--- config.mk ---
export PLATFORM = sky130hd
export DESIGN_NAME = uart_cmd_framer
export DESIGN_NICKNAME = d
export VERILOG_FILES = /design/src/rtl/uart_frame_pkg.sv /design/src/rtl/uart_resp_tx.sv /design/src/rtl/uart_cmd_framer.sv
export SDC_FILE = /design/constraint.sdc
export NUM_CORES = 1
export LEC_CHECK = 0
export ABC_AREA = 0
export BUFFER_PORTS_ARGS = -buffer_cell sky130_fd_sc_hd__buf_4
export CAP_MARGIN = 20
export CORE_ASPECT_RATIO = 0.9
export CORE_MARGIN = 3
export CORE_UTILIZATION = 53
export CTS_CLUSTER_SIZE = 24
export DETAILED_ROUTE_END_ITERATION = 6
export PLACE_DENSITY = 0.79
export SLEW_MARGIN = 20
export SYNTH_ARGS = -nofsm -noshare
export SYNTH_HDL_FRONTEND = slang
export SYNTH_SLANG_ARGS = --single-unit
--- constraint.sdc ---
create_clock -name clk -period 4.8 [get_ports clk]
set_input_delay 0.24 -clock clk [delete_from_list [all_inputs] [get_ports clk]]
set_output_delay 0.24 -clock clk [all_outputs]
set_load 0.02 [all_outputs]
--- src/rtl/uart_frame_pkg.sv ---
// Shared types and constants for the UART command/response framer.
package uart_frame_pkg;
  localparam int BYTE_W = 8;

  typedef enum logic {RX_IDLE, RX_COLLECT} rx_state_t;
  typedef enum logic [1:0] {TX_IDLE, TX_LOAD, TX_WAIT} tx_state_t;
endpackage

--- src/rtl/uart_resp_tx.sv ---
// Response serialiser: sends a RESP_BYTES-wide word MSB byte first through the UART transmitter.
// state   | meaning
// TX_IDLE | waiting for send_resp; tx_data held at 0
// TX_LOAD | trmt strobe for the current top byte
// TX_WAIT | byte in flight, waiting for tx_done
module uart_resp_tx
  import uart_frame_pkg::*;
#(
  parameter int RESP_BYTES = 1
) (
  input  logic                         clk,
  input  logic                         rst,
  input  logic [BYTE_W*RESP_BYTES-1:0] resp,
  input  logic                         send_resp,
  input  logic                         tx_done,
  output logic                         resp_busy,
  output logic                         resp_done,
  output logic                         trmt,
  output logic [BYTE_W-1:0]            tx_data
);
  localparam int RW = BYTE_W * RESP_BYTES;
  localparam int IW = $clog2(RESP_BYTES + 1);

  tx_state_t       state_q, state_d;
  logic [RW-1:0]   sh_q, sh_d;
  logic [IW-1:0]   idx_q, idx_d;
  logic            done_q, done_d;

  always_ff @(posedge clk) begin
    if (rst) begin
      state_q <= TX_IDLE;
      sh_q    <= '0;
      idx_q   <= '0;
      done_q  <= 1'b0;
    end else begin
      state_q <= state_d;
      sh_q    <= sh_d;
      idx_q   <= idx_d;
      done_q  <= done_d;
    end
  end

  always_comb begin
    state_d = state_q;
    sh_d    = sh_q;
    idx_d   = idx_q;
    done_d  = 1'b0;
    case (state_q)
      TX_IDLE: begin
        if (send_resp) begin
          sh_d    = resp;
          idx_d   = IW'(RESP_BYTES);
          state_d = TX_LOAD;
        end
      end
      TX_LOAD: state_d = TX_WAIT;
      TX_WAIT: begin
        if (tx_done) begin
          sh_d  = sh_q << BYTE_W;
          idx_d = idx_q - IW'(1);
          if (idx_q == IW'(1)) begin
            state_d = TX_IDLE;
            done_d  = 1'b1;
          end else begin
            state_d = TX_LOAD;
          end
        end
      end
      default: state_d = TX_IDLE;
    endcase
  end

  assign trmt      = (state_q == TX_LOAD);
  assign resp_busy = (state_q != TX_IDLE);
  assign resp_done = done_q;
  assign tx_data   = resp_busy ? sh_q[RW-1 -: BYTE_W] : '0;
endmodule

--- src/rtl/uart_cmd_framer.sv ---
// Command/response framer: assembles CMD_BYTES UART bytes into a command word with an inter-byte timeout.
// state      | meaning
// RX_IDLE    | no partial frame held
// RX_COLLECT | partial frame held, timeout counter running
module uart_cmd_framer
  import uart_frame_pkg::*;
#(
  parameter int CMD_BYTES    = 2,
  parameter int RESP_BYTES   = 1,
  parameter int TIMEOUT_CLKS = 50000
) (
  input  logic                         clk,
  input  logic                         rst,
  input  logic                         rx_rdy,
  input  logic [BYTE_W-1:0]            rx_data,
  output logic                         clr_rx_rdy,
  output logic [BYTE_W*CMD_BYTES-1:0]  cmd,
  output logic                         cmd_rdy,
  input  logic                         clr_cmd_rdy,
  output logic                         overrun,
  output logic                         frame_err,
  input  logic [BYTE_W*RESP_BYTES-1:0] resp,
  input  logic                         send_resp,
  output logic                         resp_busy,
  output logic                         resp_done,
  output logic                         trmt,
  output logic [BYTE_W-1:0]            tx_data,
  input  logic                         tx_done
);
  localparam int CW    = BYTE_W * CMD_BYTES;
  localparam int CNT_W = $clog2(CMD_BYTES + 1);
  localparam int TO_W  = (TIMEOUT_CLKS > 0) ? $clog2(TIMEOUT_CLKS + 1) : 1;
  localparam logic [CNT_W-1:0] CNT_LAST = CNT_W'(CMD_BYTES - 1);
  localparam logic [TO_W-1:0]  TO_LAST  = TO_W'((TIMEOUT_CLKS > 0) ? TIMEOUT_CLKS - 1 : 0);

  rx_state_t         rx_state_q, rx_state_d;
  logic [CNT_W-1:0]  cnt_q, cnt_d;
  logic [CW-1:0]     sh_q, sh_d;
  logic [TO_W-1:0]   to_q, to_d;
  logic [CW-1:0]     cmd_q;
  logic              cmd_rdy_q, overrun_q, frame_err_q;
  logic              frame_done, timeout_hit;

  always_ff @(posedge clk) begin
    if (rst) begin
      rx_state_q  <= RX_IDLE;
      cnt_q       <= '0;
      sh_q        <= '0;
      to_q        <= '0;
      cmd_q       <= '0;
      cmd_rdy_q   <= 1'b0;
      overrun_q   <= 1'b0;
      frame_err_q <= 1'b0;
    end else begin
      rx_state_q  <= rx_state_d;
      cnt_q       <= cnt_d;
      sh_q        <= sh_d;
      to_q        <= to_d;
      if (frame_done) cmd_q <= sh_d;
      // completion outranks the consumer's acknowledge
      if (frame_done) cmd_rdy_q <= 1'b1;
      else if (clr_cmd_rdy) cmd_rdy_q <= 1'b0;
      overrun_q   <= frame_done & cmd_rdy_q;
      frame_err_q <= timeout_hit;
    end
  end

  always_comb begin
    rx_state_d  = rx_state_q;
    cnt_d       = cnt_q;
    sh_d        = sh_q;
    to_d        = to_q;
    frame_done  = 1'b0;
    timeout_hit = 1'b0;
    if (rx_rdy) begin
      sh_d = CW'({sh_q, rx_data});
      to_d = '0;
      if (cnt_q == CNT_LAST) begin
        frame_done = 1'b1;
        cnt_d      = '0;
        rx_state_d = RX_IDLE;
      end else begin
        cnt_d      = cnt_q + CNT_W'(1);
        rx_state_d = RX_COLLECT;
      end
    end else if (TIMEOUT_CLKS != 0 && rx_state_q == RX_COLLECT) begin
      if (to_q == TO_LAST) begin
        timeout_hit = 1'b1;
        cnt_d       = '0;
        sh_d        = '0;
        to_d        = '0;
        rx_state_d  = RX_IDLE;
      end else begin
        to_d = to_q + TO_W'(1);
      end
    end
  end

  assign clr_rx_rdy = rx_rdy;
  assign cmd        = cmd_q;
  assign cmd_rdy    = cmd_rdy_q;
  assign overrun    = overrun_q;
  assign frame_err  = frame_err_q;

  uart_resp_tx #(.RESP_BYTES(RESP_BYTES)) u_resp_tx (
    .clk       (clk),
    .rst       (rst),
    .resp      (resp),
    .send_resp (send_resp),
    .tx_done   (tx_done),
    .resp_busy (resp_busy),
    .resp_done (resp_done),
    .trmt      (trmt),
    .tx_data   (tx_data)
  );
endmodule

==> flow_summary.json <==
{
  "status": "finished clean",
  "diodes": 0,
  "ff2ff_setup_slack_ps": 2670,
  "max_stage_delay_ps": 580,
  "first_iter_violations": 93,
  "hold_viol_final": 0,
  "ys.flop_type": "dfxtp_1",
  "cellLeakagePower_nw": 1.13,
  "synthesis.area_um2": 2280,
  "slowest_stage": "or4_4",
  "vias_per_cell": 5.32,
  "place_inst": 342,
  "h-tree-depth": 3,
  "clock_skew_ps": 9.74,
  "switchingPower_mw": 0.244,
  "powerDensity_nw_per_um2": 367,
  "path_class": "flip-flop to flip-flop",
  "ys_seq_elements": 58,
  "avgSynthCellArea_um2": 8.79,
  "fin_tns_setup_ps": 0,
  "hold_class": "input port to flip-flop",
  "p_int_mw": 0.806,
  "grt_overflow": 0,
  "arrival_ps": 2330,
  "area_growth_pct": 25.2,
  "synth-seq-area-share_pct": 50.8,
  "period_needed_ps": 2130,
  "cts_made_buffers": 9,
  "crit_path_max_fanout": 15,
  "yosys.area.top_type_share_pct": 50.8,
  "hold_start": "rx_data[6]",
  "die-height_um": 68.3,
  "worst_pin_slew_ps": 604,
  "grt_pass1_vias": 1708,
  "grt_pass1_wl_mm": 7.60,
  "cts.sinks": 58,
  "gp_congestion": 0.774,
  "fin_cells": 359,
  "cts_setup_buffers": 0,
  "ctsLongestPathBuffers": 2,
  "ant_nets": 0,
  "crit_path_start_kind": "flip-flop",
  "synth.top_cells.by_count": "dfxtp_1 (58), nand2_1 (39), nor2_1 (36)",
  "drcViolationCount": 0,
  "start_util_pct": 55.7,
  "power.share.clock_pct": 42.9,
  "grt_start_max_net_pins": 33,
  "switching_share_pct": 23.2,
  "ir_worst_vdd_mv": 0.288,
  "critical-path-top-delay-family": "simple AND/OR/NAND/NOR gates",
  "ys_top_cells_by_area": "dfxtp_1 (51%), nand2_1 (6.4%), nor2_1 (5.9%)",
  "synth-edff-count": 0,
  "drive_gt1_share_pct": 23.8,
  "hold_buffers": 0,
  "final_max_slew_viol_count": 0,
  "firstDrtPassIters": 4,
  "die_area_um2": 5140,
  "wl_met1_mm": 2.10,
  "clock_latency_ps": 330,
  "fin_nets": 329,
  "async_flop_share_pct": 0,
  "r2r_cells": 4,
  "r2r_end": "to_q[10]",
  "pwr-share-seq_pct": 48.5,
  "place_hpwl_mm": 3.23,
  "rows": 22,
  "setup_viol": 0,
  "syn-num-nets": 283,
  "cp_cell_sequence": "or4b_1 -> or4_4 -> nand2_1 -> nor2_1",
  "vias": 1910,
  "fin_crit_sh_pct": 44.5,
  "finalWirelength_mm": 4.73,
  "cts.repair.resized": 0,
  "yosys.area.top_type": "dfxtp_1",
  "grt_antenna_before_repair": 0,
  "root_buffer": "clkbuf_8",
  "cp.buffers_inverters": 0,
  "rsz0062_at_grt": "no",
  "top_layer": "met4",
  "fill_cells": 350,
  "grt.total_usage_pct": 20.0,
  "rr_startpoint": "to_q[11]",
  "required_ps": 5000,
  "port_buffers": 52,
  "num_io_pins": 53,
  "hold_depth": 2,
  "clk_pin_slew_worst_paths_ps": 60,
  "yosysWarnings": 0,
  "fmax_mhz": 469,
  "synthCells": 260,
  "holdPathEnd": "sh_q[6]",
  "fp.coreArea_um2": 4100,
  "wl_per_cell_um": 13.2,
  "p_comb_share_pct": 8.6,
  "cp-end-kind": "flip-flop",
  "drv_cap": 0,
  "path_depth": 4,
  "synth_cell_type_count": 38,
  "slew_headroom_pct": 59.7,
  "route.met2.wl_mm": 2.29,
  "die_x_um": 75.2,
  "met3_length_um": 300,
  "cts_tree": "done",
  "yosysMostFrequentCell": "dfxtp_1"
}
[how the worst max path moves through the flow]
stage | start | end | slack (ps)
6_report | to_q[11] | to_q[10] | 2670
5_1_grt | to_q[11] | to_q[5] | 2510
4_1_cts | to_q[11] | to_q[15] | 2670
3_5_place_dp | to_q[11] | to_q[13] | 2680
3_3_place_gp | to_q[11] | to_q[13] | 2730
2_1_floorplan | to_q[11] | sh_q[0] | 2660
[logic make-up (layout without fill, tap and decap cells)]
logic type      count (synthesis)  count (layout)  share of synthesized area [%]
compound gates                 40              40                           11.6
xor+xnor                       15              15                           5.75
fa+ha+maj                       1               1                          0.548
buf+inv                        24              75                           4.82
flops                          58              58                           50.8
mux                             2               2                          0.931
simple gates                  120             120                           25.5
[worst register-to-register path, stage by stage (launching register included)]
cell and delay [ps]:
dfxtp_1 350, or4b_1 570, or4_4 580, nand2_1 400
nor2_1 100
[power groups by stage]
stage | sequential, mW | clock, mW | combinational (mW)
after detailed placement | 0.520 | 0 | 0.0895
final | 0.510 | 0.450 | 0.0905
after global routing | 0.512 | 0.486 | 0.101
after CTS | 0.510 | 0.463 | 0.0903
after floorplan | 0.521 | 0 | 0.0539
after global placement | 0.520 | 0 | 0.0889
[metrics by stage]
step	cell area, um2	util, %	power [mW]	setup WS [ps]	hold slack (ps)
after floorplan	2280	-	0.575	2660	360
after global placement	2650	64.6	0.609	2730	437
after detailed placement	2650	64.6	0.610	2680	446
after CTS	2850	69.6	1.06	2670	108
after global routing	2860	69.7	1.10	2510	123
final	2860	69.7	1.05	2670	131
[sequential cells by signal, summed over array words and instances, names as in the netlist, 2 cells and up]
signal             count
u_resp_tx.state_q      2
sh_q                   8
to_q                  16
u_resp_tx.sh_q         8
cmd                   16
cnt_q                  2
[per-layer routing]
metal	up-vias	track usage, %
li1	970	-
met1	897	23.7
met2	39	31.3
met3	4	9.84
met4	0	6.99
met5	-	0
[placed cells by master (no fill, tap or decap), types with 8 or more instances in the layout]
| master | Yosys | final |
|---|---|---|
| dfxtp_1 | 58 | 58 |
| buf_4 | 1 | 53 |
| nand2_1 | 39 | 39 |
| nor2_1 | 36 | 36 |
| a21oi_1 | 18 | 18 |
| xnor2_1 | 11 | 11 |
| clkbuf_8 | 0 | 11 |
| nor2b_1 | 10 | 10 |
| a22o_1 | 8 | 8 |
| a22oi_1 | 8 | 8 |
[cell type report]
class                      instances  area [um2]  share of cell area, %
sequential                        58        1160                   40.6
multi-input combinational        178        1010                   35.4
timing repair buffer              53         398                   13.9
clock buffer                      12         155                   5.42
tap                               48        60.1                   2.10
clock inverter                     4        50.0                   1.75
inverter                           6        22.5                  0.787
Note: power is estimated with default switching activity, not from simulation.
